`src/rtl/strobe_tx_pkg.sv`:
```
// Shared FSM state type and width helpers for the strobe transmitter.
// Every strobe_tx file imports this package.
package strobe_tx_pkg;

    typedef enum logic [1:0] {
        IDLE   = 2'd0,
        STROBE = 2'd1,
        WAIT   = 2'd2
    } state_t;

    // GAP=0 still needs a one-bit counter so the port/net never collapses to zero width.
    function automatic int gap_cnt_width(input int gap);
        return (gap < 1) ? 1 : $clog2(gap + 1);
    endfunction

    function automatic int count_width(input int depth);
        return $clog2(depth + 1);
    endfunction

endpackage

```
`src/rtl/strobe_tx_fifo.sv`:
```
// Synchronous FIFO for strobe_tx. The head word is presented combinationally,
// so a pop and a push in the same cycle are legal at any occupancy below DEPTH.
module strobe_tx_fifo
    import strobe_tx_pkg::*;
#(
    parameter int WIDTH = 8,
    parameter int DEPTH = 4
) (
    input  logic                          clk_i,
    input  logic                          rst_i,
    input  logic                          push,
    input  logic [WIDTH-1:0]              wdata,
    input  logic                          pop,
    output logic [WIDTH-1:0]              rdata,
    output logic [count_width(DEPTH)-1:0] count,
    output logic                          full,
    output logic                          empty
);

    localparam int PW = $clog2(DEPTH);
    localparam int CW = count_width(DEPTH);

    logic [WIDTH-1:0] mem [DEPTH];
    logic [PW-1:0]    wr_ptr;
    logic [PW-1:0]    rd_ptr;
    logic             do_push;
    logic             do_pop;

    assign full    = (count == CW'(DEPTH));
    assign empty   = (count == '0);
    assign do_push = push && !full;
    assign do_pop  = pop && !empty;
    assign rdata   = mem[rd_ptr];

    always_ff @(posedge clk_i) begin
        if (do_push) begin
            mem[wr_ptr] <= wdata;
        end
    end

    // DEPTH is a power of two, so the pointers wrap naturally at their width.
    always_ff @(posedge clk_i or posedge rst_i) begin
        if (rst_i) begin
            wr_ptr <= '0;
            rd_ptr <= '0;
            count  <= '0;
        end else begin
            if (do_push) begin
                wr_ptr <= wr_ptr + PW'(1);
            end
            if (do_pop) begin
                rd_ptr <= rd_ptr + PW'(1);
            end
            case ({do_push, do_pop})
                2'b10:   count <= count + CW'(1);
                2'b01:   count <= count - CW'(1);
                default: count <= count;
            endcase
        end
    end

endmodule

```
`src/rtl/strobe_tx.sv`:
```
// Transmit side of the single-cycle valid-strobe interface: buffers upstream
// words and emits each one as a single strobe, with a minimum idle gap between strobes.
module strobe_tx
    import strobe_tx_pkg::*;
#(
    parameter int WIDTH = 8,
    parameter int DEPTH = 4,
    parameter int GAP   = 0
) (
    input  logic                          clk_i,
    input  logic                          rst_i,
    input  logic                          valid_i,
    output logic                          ready_o,
    input  logic [WIDTH-1:0]              data_i,
    output logic                          valid_o,
    output logic [WIDTH-1:0]              data_o,
    output logic [count_width(DEPTH)-1:0] count_o,
    output logic                          idle_o
);

    localparam int GW = gap_cnt_width(GAP);
    localparam logic [GW-1:0] GAP_LOAD = (GAP > 0) ? GW'(GAP - 1) : '0;

    state_t           state;
    state_t           state_n;
    logic [GW-1:0]    gap_cnt;
    logic [GW-1:0]    gap_n;
    logic             pop;
    logic             valid_n;
    logic [WIDTH-1:0] fifo_rdata;
    logic             fifo_full;
    logic             fifo_empty;

    strobe_tx_fifo #(
        .WIDTH (WIDTH),
        .DEPTH (DEPTH)
    ) u_fifo (
        .clk_i (clk_i),
        .rst_i (rst_i),
        .push  (valid_i && ready_o),
        .wdata (data_i),
        .pop   (pop),
        .rdata (fifo_rdata),
        .count (count_o),
        .full  (fifo_full),
        .empty (fifo_empty)
    );

    // Ready depends on occupancy alone, so there is no path from valid_i to ready_o.
    assign ready_o = !fifo_full;
    assign idle_o  = fifo_empty && (state == IDLE);

    always_ff @(posedge clk_i or posedge rst_i) begin
        if (rst_i) begin
            state <= IDLE;
        end else begin
            state <= state_n;
        end
    end

    always_comb begin
        state_n = state;
        gap_n   = gap_cnt;
        pop     = 1'b0;
        valid_n = 1'b0;
        unique case (state)
            IDLE: begin
                if (!fifo_empty) begin
                    pop     = 1'b1;
                    valid_n = 1'b1;
                    state_n = STROBE;
                end
            end
            STROBE: begin
                if (GAP > 0) begin
                    gap_n   = GAP_LOAD;
                    state_n = WAIT;
                end else if (!fifo_empty) begin
                    pop     = 1'b1;
                    valid_n = 1'b1;
                end else begin
                    state_n = IDLE;
                end
            end
            WAIT: begin
                // The counter runs GAP-1 down to 0, giving exactly GAP idle cycles.
                if (gap_cnt == '0) begin
                    if (!fifo_empty) begin
                        pop     = 1'b1;
                        valid_n = 1'b1;
                        state_n = STROBE;
                    end else begin
                        state_n = IDLE;
                    end
                end else begin
                    gap_n = gap_cnt - GW'(1);
                end
            end
            default: begin
                state_n = IDLE;
            end
        endcase
    end

    always_ff @(posedge clk_i or posedge rst_i) begin
        if (rst_i) begin
            valid_o <= 1'b0;
            data_o  <= '0;
            gap_cnt <= '0;
        end else begin
            valid_o <= valid_n;
            gap_cnt <= gap_n;
            if (pop) begin
                data_o <= fifo_rdata;
            end
        end
    end

endmodule

```
`config.mk`:
```
export PLATFORM = sky130hd
export DESIGN_NAME = strobe_tx
export DESIGN_NICKNAME = d
export VERILOG_FILES = /design/src/rtl/strobe_tx_pkg.sv /design/src/rtl/strobe_tx_fifo.sv /design/src/rtl/strobe_tx.sv
export SDC_FILE = /design/constraint.sdc
export NUM_CORES = 1
export LEC_CHECK = 0
export ABC_AREA = 0
export BUFFER_PORTS_ARGS = -buffer_cell sky130_fd_sc_hd__buf_4
export CAP_MARGIN = 40
export CORE_UTILIZATION = 53
export CTS_BUF_LIST = sky130_fd_sc_hd__clkbuf_4
export CTS_CLUSTER_DIAMETER = 200
export DETAILED_ROUTE_END_ITERATION = 7
export HOLD_SLACK_MARGIN = 0.1
export PLACE_DENSITY = 0.77
export SLEW_MARGIN = 20
export SYNTH_ARGS = -nofsm -noshare
export SYNTH_HDL_FRONTEND = slang
export SYNTH_HIERARCHICAL = 1
export SYNTH_SLANG_ARGS = --single-unit
```
`constraint.sdc`:
```
create_clock -name clk_i -period 1.8 [get_ports clk_i]
set_input_delay 0 -clock clk_i [delete_from_list [all_inputs] [get_ports clk_i]]
set_output_delay 0 -clock clk_i [all_outputs]
set_load 0.01 [all_outputs]
```
### Word level (Yosys, flattened, before mapping)

Memory sizes are Yosys's and may differ from the RTL's. A register that Yosys moved wholly into a read port is not among the register bits.
Cells that the tools add are included.

* muxes and demuxes: 12
* reduce and logical (&&, ||, !) cells: 11
* add/subtract/negate cells: 5
* equality and inequality tests: 8

Operator list (count)
* 2-to-1 mux 1 bit: 6
* 2-to-1 mux 2 bit: 3
* != test 2 bit (second input constant): 3
* one-hot mux 2 bit (3 select lines): 1
* one-hot mux 3 bit (2 select lines): 1
* adder 2 x 1 -> 2 bit (second input constant): 2
* equality test 2 x 1 -> 1 bit (second input constant): 2
* equality test 2 bit (second input constant): 2
* logical AND 1 bit: 4
* adder 3 x 1 -> 3 bit (second input constant): 1
* equality test 3 bit (second input constant): 1
* zero test 3 bit: 1
* AND reduction 3 bit: 1
* subtractor 3 x 1 -> 3 bit (second input constant): 1
* zero test 1 bit: 2
* zero test 2 bit: 1
* one-hot mux 1 bit (2 select lines): 1
* nonzero test 2 bit: 1
* OR reduction 2 bit: 1
* subtractor 1 bit (second input constant): 1

* word-level logic and storage cells: 43
* memories: 1
* output and inout port bits: 14
* flip-flop bits (word level): 11
* bits of input ports: 11
* bits in writable memories: 32

Memories
* u_fifo.mem: words 4, width 8, read ports 1, clocked after memory_dff 1, wr ports 1, line strobe_tx_fifo.sv:23 `logic [WIDTH-1:0] mem [DEPTH];`

### Longest topological paths before layout

* word-level depth: 7
* depth in mapped cells: 10
* depth with buffers taken out: 10

### Modules after synthesis

The synthesis kept the hierarchy.

By module, submodules not included
* strobe_tx_fifo: times used 1, sequential area each 1136.1 um^2, area each 1596.5 um^2, cells an instance 80
* strobe_tx: times used 1, sequential area each 250.2 um^2, area each 424.2 um^2, cells an instance 26

### Worst setup path before layout

No wires, ideal clock.

* path kind: register to register
* start point: register u_fifo.count[0]
* end point: register u_fifo.count[2]
* stages on the path, launching flop included: 11
* arrival: 1.974 ns
* buffers on the path: 0
* slack: -0.254 ns
* data required time: 1.721 ns
* clock period less this slack: 2.054 ns
* setup time: 0.079 ns
* cell sequence: dfrtp_1 nor3b_4 nor2b_1 nor2b_4 inv_1 ha_1 inv_1 fa_1 xor2_1 nor2_1 xor2_1

* elaborated cells between the ends (all ways): 16
* those cells by class: add/sub (2); eq/ne (3); mux (4); reduce/logical (7)

RTL lines
* start, declared: line strobe_tx_fifo.sv:15 `output logic [count_width(DEPTH)-1:0] count,`
* start signal, assigned: line strobe_tx_fifo.sv:55 `2'b10: count <= count + CW'(1);`
* start signal, assigned: line strobe_tx_fifo.sv:56 `2'b01: count <= count - CW'(1);`
* start signal, assigned: line strobe_tx_fifo.sv:57 `default: count <= count;`
* equality test 3 bit *: line strobe_tx_fifo.sv:29 `assign full = (count == CW'(DEPTH));`
* net fifo_full: line strobe_tx.sv:31 `logic fifo_full;`
* zero test 1 bit *: line strobe_tx_fifo.sv:31, strobe_tx.sv:50
* logical AND 1 bit: line strobe_tx.sv:40 `.push (valid_i && ready_o),`
* logical AND 1 bit *: line strobe_tx_fifo.sv:31 `assign do_push = push && !full;`
* equality test 2 x 1 -> 1 bit / equality test 2 bit (equally long branches): line strobe_tx_fifo.sv:54 `case ({do_push, do_pop})`
* one-hot mux 3 bit (2 select lines) / nonzero test 2 bit (equally long branches)

Mark *: on every way through the listed nets, which the timed path passes. The rest lies on a longest branch.
A chain may end at the register's enable or synchronous reset.

### Final worst setup path

* start point: register u_fifo.count[0]
* end point: register u_fifo.count[2]

* word-level cells in the longest chain between the ends: 7
* elaborated cells between the ends (all ways): 16
* those cells by class: add/sub (2); eq/ne (3); mux (4); reduce/logical (7)

Ends and longest elaborated chain
* zero test 3 bit *: line strobe_tx_fifo.sv:30 `assign empty = (count == '0);`
* net fifo_empty: line strobe_tx.sv:32 `logic fifo_empty;`
* 2-to-1 mux 1 bit *: line strobe_tx.sv:68, strobe_tx.sv:78, strobe_tx.sv:88
* 2-to-1 mux 1 bit: line strobe_tx.sv:87 `if (gap_cnt == '0) begin`
* one-hot mux 1 bit (2 select lines) *: line strobe_tx.sv:66 `unique case (state)`
* net pop: line strobe_tx.sv:28 `logic pop;`
* logical AND 1 bit *: line strobe_tx_fifo.sv:32 `assign do_pop = pop && !empty;`
* net u_fifo.do_pop: line strobe_tx_fifo.sv:27 `logic do_pop;`
* equality test 2 x 1 -> 1 bit / equality test 2 bit (equally long branches): line strobe_tx_fifo.sv:54
* one-hot mux 3 bit (2 select lines) / nonzero test 2 bit (equally long branches)

Marked as above.

==> out/metrics.csv <==
metric;value;unit
run_status;finished, violations left;
violations;negative setup slack;
skew;0.01988;ns
hold_path.class;in -> async;
critPathMaxFanout;3;
insertion_delay;0.37;ns
rr_worst_depth;10;
drt_iter0_drc;30;
port_buffers;24;
drt-vias-per-instance;5.078;
drv_slew;0;
fin_hold_ws;0.1283;ns
antenna_cells;0;
reg2reg_from;u_fifo/count[0]$_DFFE_PP0P_;
p_leak;1.060;nW
cts_tree;built;
crit_top_cell;buf_4;
vias;1046;
powerDensity;1762;nW/µm²
route.met2.wl;1.660;mm
wirelength;3.105;mm
fmax;0.5302;GHz
synth_flop_cell;edfxtp_1;
fp.coreArea;3661;µm²
antenna_found_initial;0;
htreeDepth;2;
boundaryPins;25;
die_x;63.75;µm
crit_end;u_fifo/count[2]$_DFFE_PP0P_;
synth_top_area_share;47.55;%
worstMarginPinSlew;0.3993;ns
yosysTopAreaCell;edfxtp_1;
root_buffer;clkbuf_4;
synth_most_common_cell;edfxtp_1;
setup_violations;2;
clockBufferDepth;2;
synth.distinct_cells;21;
finalNetCount;175;
fillers;233;
grt_max_degree;17;
crit_start;u_fifo/count[0]$_DFFE_PP0P_;
end_kind;flop;
max_slew_margin;73.38;%
hold_viol;0;
placed_area;2330;µm²
cpMaxStageDelayCell;dfrtp_2;
ff2ff_setup_slack;-0.09;ns
synth.avg_cell_area;19.06;µm²
period_minus_slack;1.886;ns
setup_ws;-0.08611;ns
dr.max_layer_used;met4;
period_share;104.8;%
place.detailed.hpwl;2.149;mm
place_congestion;0.7489;
setup.worst_path.class;reg -> reg;
synth_commonest_cells;edfxtp_1, dfrtp_1, inv_1, mux2_4, mux4_2;
synthTopCellsByArea;edfxtp_1, dfrtp_1, mux4_2;
initial_core_util;55.19;%
synth_seq_area_share;68.61;%
met1_length;1.301;mm
ys_warn_count;6;
vdd_drop_max;0.0008369;V
r2r_end;u_fifo/count[2]$_DFFE_PP0P_;
syn_area;2021;µm²
synth_edf_count;32;
stdcell_count;206;
drc_errors;0;
antenna_left;0;
critPathArrivalTime;2.17;ns
synth_seq_cells;49;
clkTransAtPathRegs;0.13;ns
synth_fp_nets;124;
crit_required;2.08;ns
design_area;2580;µm²
overflow;0;
met3_length;102;µm
cts_sinks;49;
synthCells;106;
cp_cell_sequence;buf_4 -> nor3_4 -> inv_2 -> o31a_4 -> ha_4 -> buf_4 -> buf_4 -> xor2_1 -> nor2_1 -> xor2_1;
drive_gt1_share;50.00;%
dp.cells;185;
track_usage;17.98;%
dpl_worst_slack;-0.1007;ns
critPathLaunchType;flop;
die_h;63.75;µm
cts_made_buffers;5;
utilization;70.47;%
wl_per_cell;15.07;µm
drv_cap;0;
dieArea;4063;µm²
drt_pass1_iterations;4;
rsz0062_at_grt;yes;
rows;22;
grt_pass1_vias;1082;
syn2layout_area_growth;27.68;%
slowest_delay;0.45;ns
async_reset_ff_share;34.69;%
grt_pass1_wl;5.250;mm
[cells by family after synthesis]
group,share of synthesized area [%]
simple gates,4.024
flops,68.61
mux,16.10
fa+ha+maj,4.706
xor+xnor,3.034
buf+inv,3.034
compound gates,0.4954
[power breakdown]
group	leakage [nW]	internal (W)	switching [W]	total, W
registers	0.485	0.00158	0.000194	0.00178
logic	0.519	0.00117	0.000813	0.00198
clock network	0.0558	0.000437	0.000346	0.000783
[area by class of cell]
| type | instances | area, µm² | share of cell area (%) |
|---|---|---|---|
| Sequential cell | 49 | 1390 | 53.88 |
| Multi-Input combinational cell | 43 | 606.8 | 23.52 |
| Timing Repair Buffer | 47 | 375.4 | 14.55 |
| Clock inverter | 3 | 68.82 | 2.667 |
| Tap cell | 48 | 60.06 | 2.328 |
| Inverter | 11 | 41.29 | 1.600 |
| Clock buffer | 5 | 37.54 | 1.455 |
[layout by cell type, fill, tap and decap left out, drive strengths merged, types with 2 or more instances in the layout]
cell type and n:
bufinv 2, clkbuf 5, dfrtp 17, mux2 9, buf 38, ha 6
mux4 8, dlygate4sd3 9, xnor2 3, edfxtp 32, nor2b 2, xor2 4
and2 4, inv 12
[through the flow]
step	TNS (ns)	power, W
5_1_grt	-0.2819	0.004824
6_report	-0.09862	0.004545
4_1_cts	-0.1412	0.004556
3_5_place_dp	-0.1496	0.003628
3_3_place_gp	-0.03646	0.003533
2_1_floorplan	-0.3021	0.003000
[critical path: cells and delay by family (launching register included)]
kind                       cells  cell delay, ns
AOI/OAI and AO/OA              1            0.12
xor gates and xnor gates       2            0.30
adders and majority gates      1            0.17
buffers and inverters          4            0.46
DFF                            1            0.45
and+or+nand+nor                2            0.32
[worst min-delay path by stage]
stage | slack, ns | depth (start not counted) | startpoint | to
after floorplan | -0.20 | 1 | rst_i | u_fifo/rd_ptr[0]$_DFFE_PP0P_
after global placement | -0.04 | 2 | rst_i | u_fifo/rd_ptr[0]$_DFFE_PP0P_
after detailed placement | -0.03 | 2 | rst_i | u_fifo/rd_ptr[0]$_DFFE_PP0P_
after CTS | 0.12 | 3 | rst_i | u_fifo/rd_ptr[0]$_DFFE_PP0P_
after global routing | 0.12 | 3 | rst_i | u_fifo/rd_ptr[0]$_DFFE_PP0P_
final | 0.13 | 3 | rst_i | u_fifo/rd_ptr[0]$_DFFE_PP0P_
[sequential cells by signal, summed over array words and instances (netlist names)]
| name | count |
|---|---|
| u_fifo/mem | 32 |
| data_o | 8 |
| u_fifo/count | 3 |
| u_fifo/rd_ptr | 2 |
| u_fifo/wr_ptr | 2 |
| state | 1 |
| valid_o | 1 |
[routing by layer]
metal	global-route usage, %	vias to the layer above
li1	-	483
met1	23.70	538
met2	28.19	21
met3	5.893	4
met4	5.966	0
met5	0	-
[what timing repair did]
action / CTS / global route
endpoints found under the hold margin: 49 / 0
setup endpoints to repair: 2 / 2
resized for setup: 4 / 2
hold buffers: 9 / 0
pin swaps: 4 / 4
setup buffers: 4 / 0
Power figures use the tool's default switching activity.
